--- src/rtl/tank_pkg.sv ---
// Shared definitions for the player-tank controller: shot FSM states and
// default coordinate constants for the 640x480 screen.
package tank_pkg;

  typedef enum logic [1:0] {
    IDLE,
    FLYING,
    COOLDOWN
  } shot_state_t;

  localparam int DEF_X_W      = 10;
  localparam int DEF_X_MIN    = 0;
  localparam int DEF_X_MAX    = 620;
  localparam int DEF_X_START  = 320;
  localparam int DEF_PLAYER_Y = 440;

endpackage

--- src/rtl/tank_ctrl_btn_conditioner.sv ---
// Button conditioner: 2-flop synchroniser, counter debouncer and a one-cycle
// pulse in the same cycle the debounced level first rises.
module btn_conditioner #(
  parameter int DEB_CYCLES = 250000
) (
  input  logic clk,
  input  logic rst_n,
  input  logic raw,
  output logic level,
  output logic rise
);

  localparam int CNT_W = $clog2(DEB_CYCLES);
  localparam logic [CNT_W-1:0] CNT_LAST = CNT_W'(DEB_CYCLES - 1);

  logic meta;
  logic sync;
  logic [CNT_W-1:0] cnt;

  always_ff @(posedge clk or negedge rst_n) begin
    if (!rst_n) begin
      meta <= 1'b0;
      sync <= 1'b0;
    end else begin
      meta <= raw;
      sync <= meta;
    end
  end

  // cnt counts consecutive cycles of disagreement; the flip happens on the
  // DEB_CYCLES-th one and any agreement in between starts over.
  always_ff @(posedge clk or negedge rst_n) begin
    if (!rst_n) begin
      cnt   <= '0;
      level <= 1'b0;
      rise  <= 1'b0;
    end else begin
      rise <= 1'b0;
      if (sync != level) begin
        if (cnt == CNT_LAST) begin
          level <= sync;
          rise  <= sync;
          cnt   <= '0;
        end else begin
          cnt <= cnt + 1'b1;
        end
      end else begin
        cnt <= '0;
      end
    end
  end

endmodule

--- src/rtl/tank_ctrl.sv ---
// Player-tank controller: debounced buttons, tick-paced saturating movement
// and a single-projectile fire FSM with hit and cooldown handling.
module tank_ctrl
  import tank_pkg::*;
#(
  parameter int X_W            = DEF_X_W,
  parameter int X_MIN          = DEF_X_MIN,
  parameter int X_MAX          = DEF_X_MAX,
  parameter int X_START        = DEF_X_START,
  parameter int PLAYER_Y       = DEF_PLAYER_Y,
  parameter int STEP           = 4,
  parameter int DEB_CYCLES     = 250000,
  parameter int TICK_DIV       = 2000000,
  parameter int SHOT_OFFSET    = 8,
  parameter int BULLET_STEP    = 8,
  parameter int Y_TOP          = 0,
  parameter int COOLDOWN_TICKS = 2
) (
  input  logic           clk,
  input  logic           rst_n,
  input  logic           btn_l,
  input  logic           btn_r,
  input  logic           btn_fire,
  input  logic           shot_hit,
  output logic [X_W-1:0] player_x,
  output logic [X_W-1:0] player_y,
  output logic           shot_active,
  output logic [X_W-1:0] shot_x,
  output logic [X_W-1:0] shot_y,
  output logic           tick
);

  localparam int TW   = $clog2(TICK_DIV);
  localparam int CD_W = (COOLDOWN_TICKS > 0) ? $clog2(COOLDOWN_TICKS + 1) : 1;

  localparam logic [TW-1:0]  TICK_LAST = TW'(TICK_DIV - 1);
  localparam logic [X_W-1:0] MIN_X     = X_W'(X_MIN);
  localparam logic [X_W-1:0] MAX_X     = X_W'(X_MAX);
  localparam logic [X_W:0]   MIN_E     = (X_W + 1)'(X_MIN);
  localparam logic [X_W:0]   MAX_E     = (X_W + 1)'(X_MAX);
  localparam logic [X_W:0]   STEP_E    = (X_W + 1)'(STEP);
  localparam logic [X_W-1:0] OFF_X     = X_W'(SHOT_OFFSET);
  localparam logic [X_W-1:0] BSTEP     = X_W'(BULLET_STEP);
  localparam logic [X_W-1:0] START_Y   = X_W'(PLAYER_Y);
  localparam logic [X_W:0]   Y_LIM     = (X_W + 1)'(Y_TOP + BULLET_STEP);
  localparam logic [CD_W-1:0] CD_INIT  = CD_W'(COOLDOWN_TICKS);

  logic lvl_l, lvl_r, lvl_fire;
  logic rise_l_unused, rise_r_unused, fire_edge;
  logic [TW-1:0]   tick_cnt;
  logic [X_W:0]    x_ext, x_dec, x_inc;
  shot_state_t     state;
  logic [CD_W-1:0] cd_cnt;

  btn_conditioner #(.DEB_CYCLES(DEB_CYCLES)) u_cond_l (
    .clk(clk), .rst_n(rst_n), .raw(btn_l), .level(lvl_l), .rise(rise_l_unused)
  );

  btn_conditioner #(.DEB_CYCLES(DEB_CYCLES)) u_cond_r (
    .clk(clk), .rst_n(rst_n), .raw(btn_r), .level(lvl_r), .rise(rise_r_unused)
  );

  btn_conditioner #(.DEB_CYCLES(DEB_CYCLES)) u_cond_fire (
    .clk(clk), .rst_n(rst_n), .raw(btn_fire), .level(lvl_fire), .rise(fire_edge)
  );

  assign tick     = (tick_cnt == TICK_LAST);
  assign player_y = START_Y;

  always_ff @(posedge clk or negedge rst_n) begin
    if (!rst_n) tick_cnt <= '0;
    else        tick_cnt <= tick ? '0 : tick_cnt + 1'b1;
  end

  // One extra bit so the bound tests below can never be fooled by wraparound.
  assign x_ext = {1'b0, player_x};
  assign x_dec = x_ext - STEP_E;
  assign x_inc = x_ext + STEP_E;

  always_ff @(posedge clk or negedge rst_n) begin
    if (!rst_n) begin
      player_x <= X_W'(X_START);
    end else if (tick) begin
      if (lvl_l && !lvl_r)
        player_x <= (x_ext < MIN_E + STEP_E) ? MIN_X : x_dec[X_W-1:0];
      else if (lvl_r && !lvl_l)
        player_x <= (x_inc > MAX_E) ? MAX_X : x_inc[X_W-1:0];
    end
  end

  // Hit takes priority over a coincident tick, so the shot freezes in place.
  always_ff @(posedge clk or negedge rst_n) begin
    if (!rst_n) begin
      state       <= IDLE;
      shot_active <= 1'b0;
      shot_x      <= '0;
      shot_y      <= '0;
      cd_cnt      <= '0;
    end else begin
      case (state)
        IDLE: begin
          if (fire_edge) begin
            state       <= FLYING;
            shot_active <= 1'b1;
            shot_x      <= player_x + OFF_X;
            shot_y      <= START_Y;
          end
        end
        FLYING: begin
          if (shot_hit) begin
            state       <= COOLDOWN;
            shot_active <= 1'b0;
            cd_cnt      <= CD_INIT;
          end else if (tick) begin
            if ({1'b0, shot_y} < Y_LIM) begin
              state       <= COOLDOWN;
              shot_active <= 1'b0;
              cd_cnt      <= CD_INIT;
            end else begin
              shot_y <= shot_y - BSTEP;
            end
          end
        end
        COOLDOWN: begin
          if (tick) begin
            if (cd_cnt == '0) state <= IDLE;
            else              cd_cnt <= cd_cnt - 1'b1;
          end
        end
        default: state <= IDLE;
      endcase
    end
  end

endmodule

--- config.mk ---
export PLATFORM = sky130hd
export DESIGN_NAME = tank_ctrl
export DESIGN_NICKNAME = d
export VERILOG_FILES = /design/src/rtl/tank_pkg.sv /design/src/rtl/tank_ctrl_btn_conditioner.sv /design/src/rtl/tank_ctrl.sv
export SDC_FILE = /design/constraint.sdc
export NUM_CORES = 1
export LEC_CHECK = 0
export ABC_CLOCK_PERIOD_IN_PS = 2800
export CAP_MARGIN = 30
export CORE_ASPECT_RATIO = 0.9
export CORE_UTILIZATION = 45
export DETAILED_ROUTE_END_ITERATION = 16
export PLACE_DENSITY = 0.74
export SLEW_MARGIN = 20
export SYNTH_ARGS = -nofsm -noshare
export SYNTH_HDL_FRONTEND = slang
export SYNTH_SLANG_ARGS = --single-unit
--- constraint.sdc ---
create_clock -name clk -period 2.8 [get_ports clk]
set_clock_uncertainty 0.05 [all_clocks]
set_input_delay 0.42 -clock clk [delete_from_list [all_inputs] [get_ports clk]]
set_output_delay 0.42 -clock clk [all_outputs]
set_load 0.01 [all_outputs]
==> flow_summary.json, run 1 <==
{
  "fin_crit_ps": 2600,
  "hold-worst-slack_ps": -8.10,
  "hold_buffers": 0,
  "synth_edf_count": 0,
  "drt_iter0_markers": 328,
  "die_w_um": 122,
  "gp_congestion": 0.971,
  "viasPerCell": 5.36,
  "cts_buffers": 17,
  "drv_cap": 0,
  "synth_area_leaders": "dfrtp_1 (47%), xnor2_1 (6.6%), nor2_1 (6.2%), xor2_1 (5.7%), nand3_1 (3.1%)",
  "grt_pass1_vias": 4176,
  "io_pins": 48,
  "layout.nets": 655,
  "finalCritPeriodShare_pct": 93.0,
  "synth_common_cells": "dfrtp_1 (111), nor2_1 (97), nand2_1 (47)",
  "track_usage_pct": 18.8,
  "fmax_ghz": 0.384,
  "postCtsResizedCells": 0,
  "avgSynthCellArea_um2": 9.68,
  "numClockSinks": 113,
  "dr.pass1.iters": 5,
  "synth.ff_latch_count": 113,
  "maxSlewHeadroom_pct": 55.5,
  "coreArea_mm2": 0.0127,
  "yosysSeqAreaShare_pct": 48.3,
  "p_total_uw": 4090,
  "violations": "hold timing",
  "status": "finished with violations",
  "slowest_stage": "clkdlybuf4s50_1",
  "row_count": 39,
  "async_flop_share_pct": 100,
  "syn2layout_area_growth_pct": 16.8,
  "worstSetupStartpointType": "flip-flop",
  "synth_area_mm2": 0.00586,
  "arrival_ps": 2130,
  "diodes": 0,
  "ys_types": 58,
  "start_util_pct": 46.2,
  "cp_slowest_stage_delay_ps": 590,
  "h-tree-depth": 4,
  "yosysTopAreaCell": "dfrtp_1",
  "cp-end-kind": "output port",
  "setup_viol": 0,
  "cp_num_buf_inv": 1,
  "drive_gt1_share_pct": 7.70,
  "post-cts-setup-buffers": 0,
  "worst_slew_pin_slew_ps": 668,
  "cp_top_family": "simple AND/OR/NAND/NOR gates",
  "clockBufferDepth": 2,
  "path_class": "flip-flop to output port",
  "hold_viol": 14,
  "crit_chain": "nor4b_4 > nand4_2 > nor2_1 > clkdlybuf4s50_1",
  "die_h_um": 110,
  "path_clk_slew_ps": 50,
  "vias": 4360,
  "synth_cells": 605,
  "synth_top_area_share_pct": 47.4,
  "overflow": 0,
  "drt-total-wl_um": 11400,
  "worstSkewPairLatency_ps": 410,
  "setup-tns-final_ps": 0,
  "synth_warnings": 0,
  "seqCellArea_mm2": 0.00283,
  "root_buffer": "clkbuf_16",
  "wl_per_cell_um": 14.1,
  "cts_tree": "done",
  "power_density_mw_per_mm2": 599,
  "hpwlAfterDp_um": 7790,
  "port_buffers": 30,
  "die_area_mm2": 0.0135,
  "grt_start_max_net_pins": 54,
  "cp_data_required_time_ps": 2330,
  "hp-class": "input port to async pin",
  "drc_errors": 0,
  "synthFlopType": "dfrtp_1",
  "final_core_utilization_pct": 53.9,
  "maxSlewViolCount": 0,
  "crit_fanout": 6,
  "rsz0062_at_grt": "no",
  "ant_nets": 0,
  "nFillCells": 1105,
  "leakagePower_uw": 0.00292,
  "grt_pass1_wl_um": 19400,
  "peakVddDrop_mv": 0.470,
  "yosysMostFrequentCell": "dfrtp_1",
  "multi_input_area_mm2": 0.00277,
  "antenna_found_initial": 0
}
[metal layers]
layer / vias up / GRT usage [%] / routed length, um
met5: - / 0 / 0
met4: 0 / 8.10 / 155
met3: 13 / 5.14 / 514
met2: 107 / 31.2 / 5610
met1: 2130 / 22.9 / 5160
li1: 2110 / - / -
[placed cells by master, fill, tap and decap left out, types with 6 or more instances in the layout]
master           netlist  routed
xor2_1                38      38
a21oi_1                9       9
nor2_1                97      97
nor3_1                17      17
clkinv_2               0       7
clkbuf_16              0      17
o21ai_1               14      14
nand3_1               36      36
dfrtp_1              111     111
conb_1                 2      17
ha_1                  13      13
nand2b_1               6       6
nand2_1               47      47
inv_1                 19      19
and3_1                 9       9
o21ai_0               15      15
clkdlybuf4s50_1        0      29
xnor2_1               44      44
nand4_1               17      17
nor4_1                10      10
[layout make-up]
cell class / instances / share of cell area [%]
Multi-Input combinational cell: 450 / 40.5
Clock buffer: 20 / 6.68
Timing Repair Buffer: 34 / 4.98
Tap cell: 164 / 3.00
Inverter: 20 / 1.10
Clock inverter: 12 / 2.38
Sequential cell: 113 / 41.4
[metrics by stage]
step,hold slack (ps),cells,area (um2),setup slack [ps]
after floorplan,74.4,620,5910,611
after global placement,289,781,6220,526
after detailed placement,286,781,6220,442
after CTS,13.6,813,6840,156
after global routing,48.5,813,6840,52.5
final,-8.10,813,6840,196
[final timing paths]
kind | end | slack (ps) | startpoint | cells after the start
setup / recovery | tick | 200 | tick_cnt[13] | 4
hold / removal | u_cond_l.cnt[7] | -8 | rst_n | 1
setup reg to reg | player_x[3] | 370 | player_x[2] | 7
hold reg to reg | u_cond_l.sync | 290 | u_cond_l.meta | 0
max in group asynchronous | player_x[8] | 1930 | rst_n | 2
min in group clk | u_cond_l.sync | 290 | u_cond_l.meta | 0
[report_power, final]
group	switching, uW	internal [uW]	total [uW]
sequential	27.1	1670	1700
clock	734	1520	2250
combinational	92.7	50.8	144
[flip-flops by register name (all words and copies together), names as in the netlist, 2 cells and up]
name and count:
u_cond_r.cnt 18, tick_cnt 21, shot_y 7, cd_cnt 2, state 2, u_cond_fire.cnt 18, player_x 8, u_cond_l.cnt 18
shot_x 8
[cells by family (layout without fill, tap and decap cells)]
group	count (synthesis)	in the layout	share of synthesized area (%)
muxes	2	2	0.384
and+or+nand+nor	277	277	24.2
other	2	17	0.128
DFF	113	113	48.3
xor gates and xnor gates	82	82	12.3
AOI/OAI and AO/OA	59	59	6.56
buffers and inverters	57	86	5.36
adders and majority gates	13	13	2.78
(Power assumes the default switching activity.)
==> run 2: changes to the inputs <==
--- a/config.mk
+++ b/config.mk
@@ -8,10 +8,12 @@
 export ABC_CLOCK_PERIOD_IN_PS = 2800
 export CAP_MARGIN = 30
 export CORE_ASPECT_RATIO = 0.9
+export CORE_MARGIN = 8
 export CORE_UTILIZATION = 45
 export DETAILED_ROUTE_END_ITERATION = 16
 export PLACE_DENSITY = 0.74
 export SLEW_MARGIN = 20
 export SYNTH_ARGS = -nofsm -noshare
 export SYNTH_HDL_FRONTEND = slang
+export SYNTH_HIERARCHICAL = 1
 export SYNTH_SLANG_ARGS = --single-unit
==> flow_summary.json, run 2 <==
{
  "synth_warnings": 6,
  "layout_commonest_cell": "dfrtp_1",
  "die_h_um": 126,
  "pre_cts_slack_ps": 99.8,
  "cp_data_required_time_ps": 3060,
  "avgSynthCellArea_um2": 9.85,
  "hold_start": "u_cond_l/meta",
  "row_count": 40,
  "die_w_um": 138,
  "worstSetupStartpointType": "flip-flop",
  "multi_input_area_mm2": 0.00300,
  "port_buffers": 30,
  "viasPerCell": 5.53,
  "hp-class": "flip-flop to flip-flop",
  "drv_cap": 0,
  "track_usage_pct": 15.0,
  "crit_fanout": 7,
  "synth_cells": 612,
  "seqCellArea_mm2": 0.00283,
  "reg2reg_from": "tick_cnt[7]",
  "cp_slowest_stage_delay_ps": 570,
  "numClockSinks": 113,
  "largest_reg_flops": 21,
  "grt_pass1_vias": 4689,
  "met3_length_um": 662,
  "path_class": "flip-flop to flip-flop",
  "timing.rr.end": "player_x[8]",
  "io_pins": 48,
  "most-common-layout-cells": "dfrtp_1 (111), nor2_1 (86), xnor2_1 (47), nand2_1 (45)",
  "cts_tree": "done",
  "r2r_setup_slack_ps": 70,
  "fin_crit_ps": 2730,
  "start_util_pct": 45.6,
  "power_density_mw_per_mm2": 540,
  "grt_start_max_net_pins": 51,
  "ant_nets": 0,
  "diodes": 0,
  "path_clk_slew_ps": 50,
  "clockBufferDepth": 2,
  "grt_pass1_wl_um": 21900,
  "cts_buffers": 17,
  "maxSlewHeadroom_pct": 57.8,
  "drive_gt1_share_pct": 12.6,
  "crit_chain": "or4b_4 > or4_4 > buf_4 > or3_4 > clkbuf_2 > o31ai_1",
  "status": "finished, final reports clean",
  "rr_worst_depth": 6,
  "vias": 4657,
  "fmax_ghz": 0.366,
  "hpwlAfterDp_um": 8720,
  "cp-end-kind": "flip-flop",
  "worstSkewPairLatency_ps": 420,
  "setup-tns-final_ps": 0,
  "worstHoldPathCells": 0,
  "slowest_stage": "or4_4",
  "layout.nets": 680,
  "peakVddDrop_mv": 0.379,
  "drt-total-wl_um": 12700,
  "p_total_uw": 3840,
  "wl_per_cell_um": 15.0,
  "top_register": "tick_cnt",
  "dr.max_layer_used": "met4",
  "hold_end": "u_cond_l/sync",
  "drt_iter0_markers": 291,
  "dr.pass1.iters": 4,
  "drc_errors": 0,
  "worst_slew_pin_slew_ps": 633,
  "maxSlewViolCount": 0,
  "routed-wl-met2_um": 6230,
  "setup_viol": 0,
  "finalWorstSetupSlack_ps": 71.1,
  "arrival_ps": 2990,
  "rsz0062_at_grt": "no",
  "antenna_found_initial": 0,
  "synth_area_mm2": 0.00603,
  "leakagePower_uw": 0.00292,
  "hold_viol": 0,
  "overflow": 0,
  "die_area_mm2": 0.0174,
  "h-tree-depth": 4,
  "syn2layout_area_growth_pct": 18.0,
  "coreArea_mm2": 0.0132,
  "finalCritPeriodShare_pct": 97.5,
  "root_buffer": "clkbuf_16",
  "wl_met1_um": 5540,
  "gp_congestion": 0.838,
  "nFillCells": 1152
}
==> run 2: power by group <==
part,internal [uW],switching (uW)
clock,1300,762
sequential,1650,20.4
combinational,34.0,71.0
==> run 2: repair_timing <==
item | in CTS | in global routing
cloned | 0 | 0
hold endpoints to repair | 29 | 0
resized for setup | 4 | 2
buffers inserted | 1 | 4
endpoints found under the setup margin | 1 | 2
pin swaps | 1 | 2
hold buffers | 1 | 0
==> run 2: through the flow <==
stage | hold WS (ps) | utilization (%) | area, um2 | instances
detailed placement | 292 | 49.1 | 6480 | 804
CTS | 303 | 53.6 | 7080 | 838
finish | 302 | 53.8 | 7110 | 842
floorplan | 74.4 | - | 6090 | 627
global placement | 287 | 49.1 | 6480 | 804
global route | 304 | 53.8 | 7110 | 842
==> run 2: metal layers <==
metal	vias up	GRT usage, %
met2	127	25.0
met5	-	0
li1	2247	-
met3	26	4.81
met4	0	6.64
met1	2257	17.4
==> run 2: layout make-up <==
class | instances | area share, %
clock buffers | 18 | 6.03
clock inverters | 14 | 2.00
inverters | 17 | 0.897
multi-input cells | 463 | 42.1
flip-flops and latches | 113 | 39.8
well taps | 168 | 2.95
repair buffers | 49 | 6.21
==> run 2: worst max-delay path, delay by kind of cell, from the launching register on <==
family | cells | cell delay [ps]
simple gates | 3 | 1530
buf+inv | 2 | 350
compound gates | 1 | 280
flops | 1 | 410
==> run 2: worst max-delay path by stage <==
stage	startpoint	endpoint	slack, ps	depth (start not counted)
3_3_place_gp	tick_cnt[14]	tick	130	4
5_1_grt	tick_cnt[7]	tick	0.9	4
4_1_cts	tick_cnt[9]	tick	7	4
2_1_floorplan	tick_cnt[14]	player_x[4]	350	5
6_report	tick_cnt[7]	player_x[8]	70	6
3_5_place_dp	tick_cnt[14]	tick	100	4
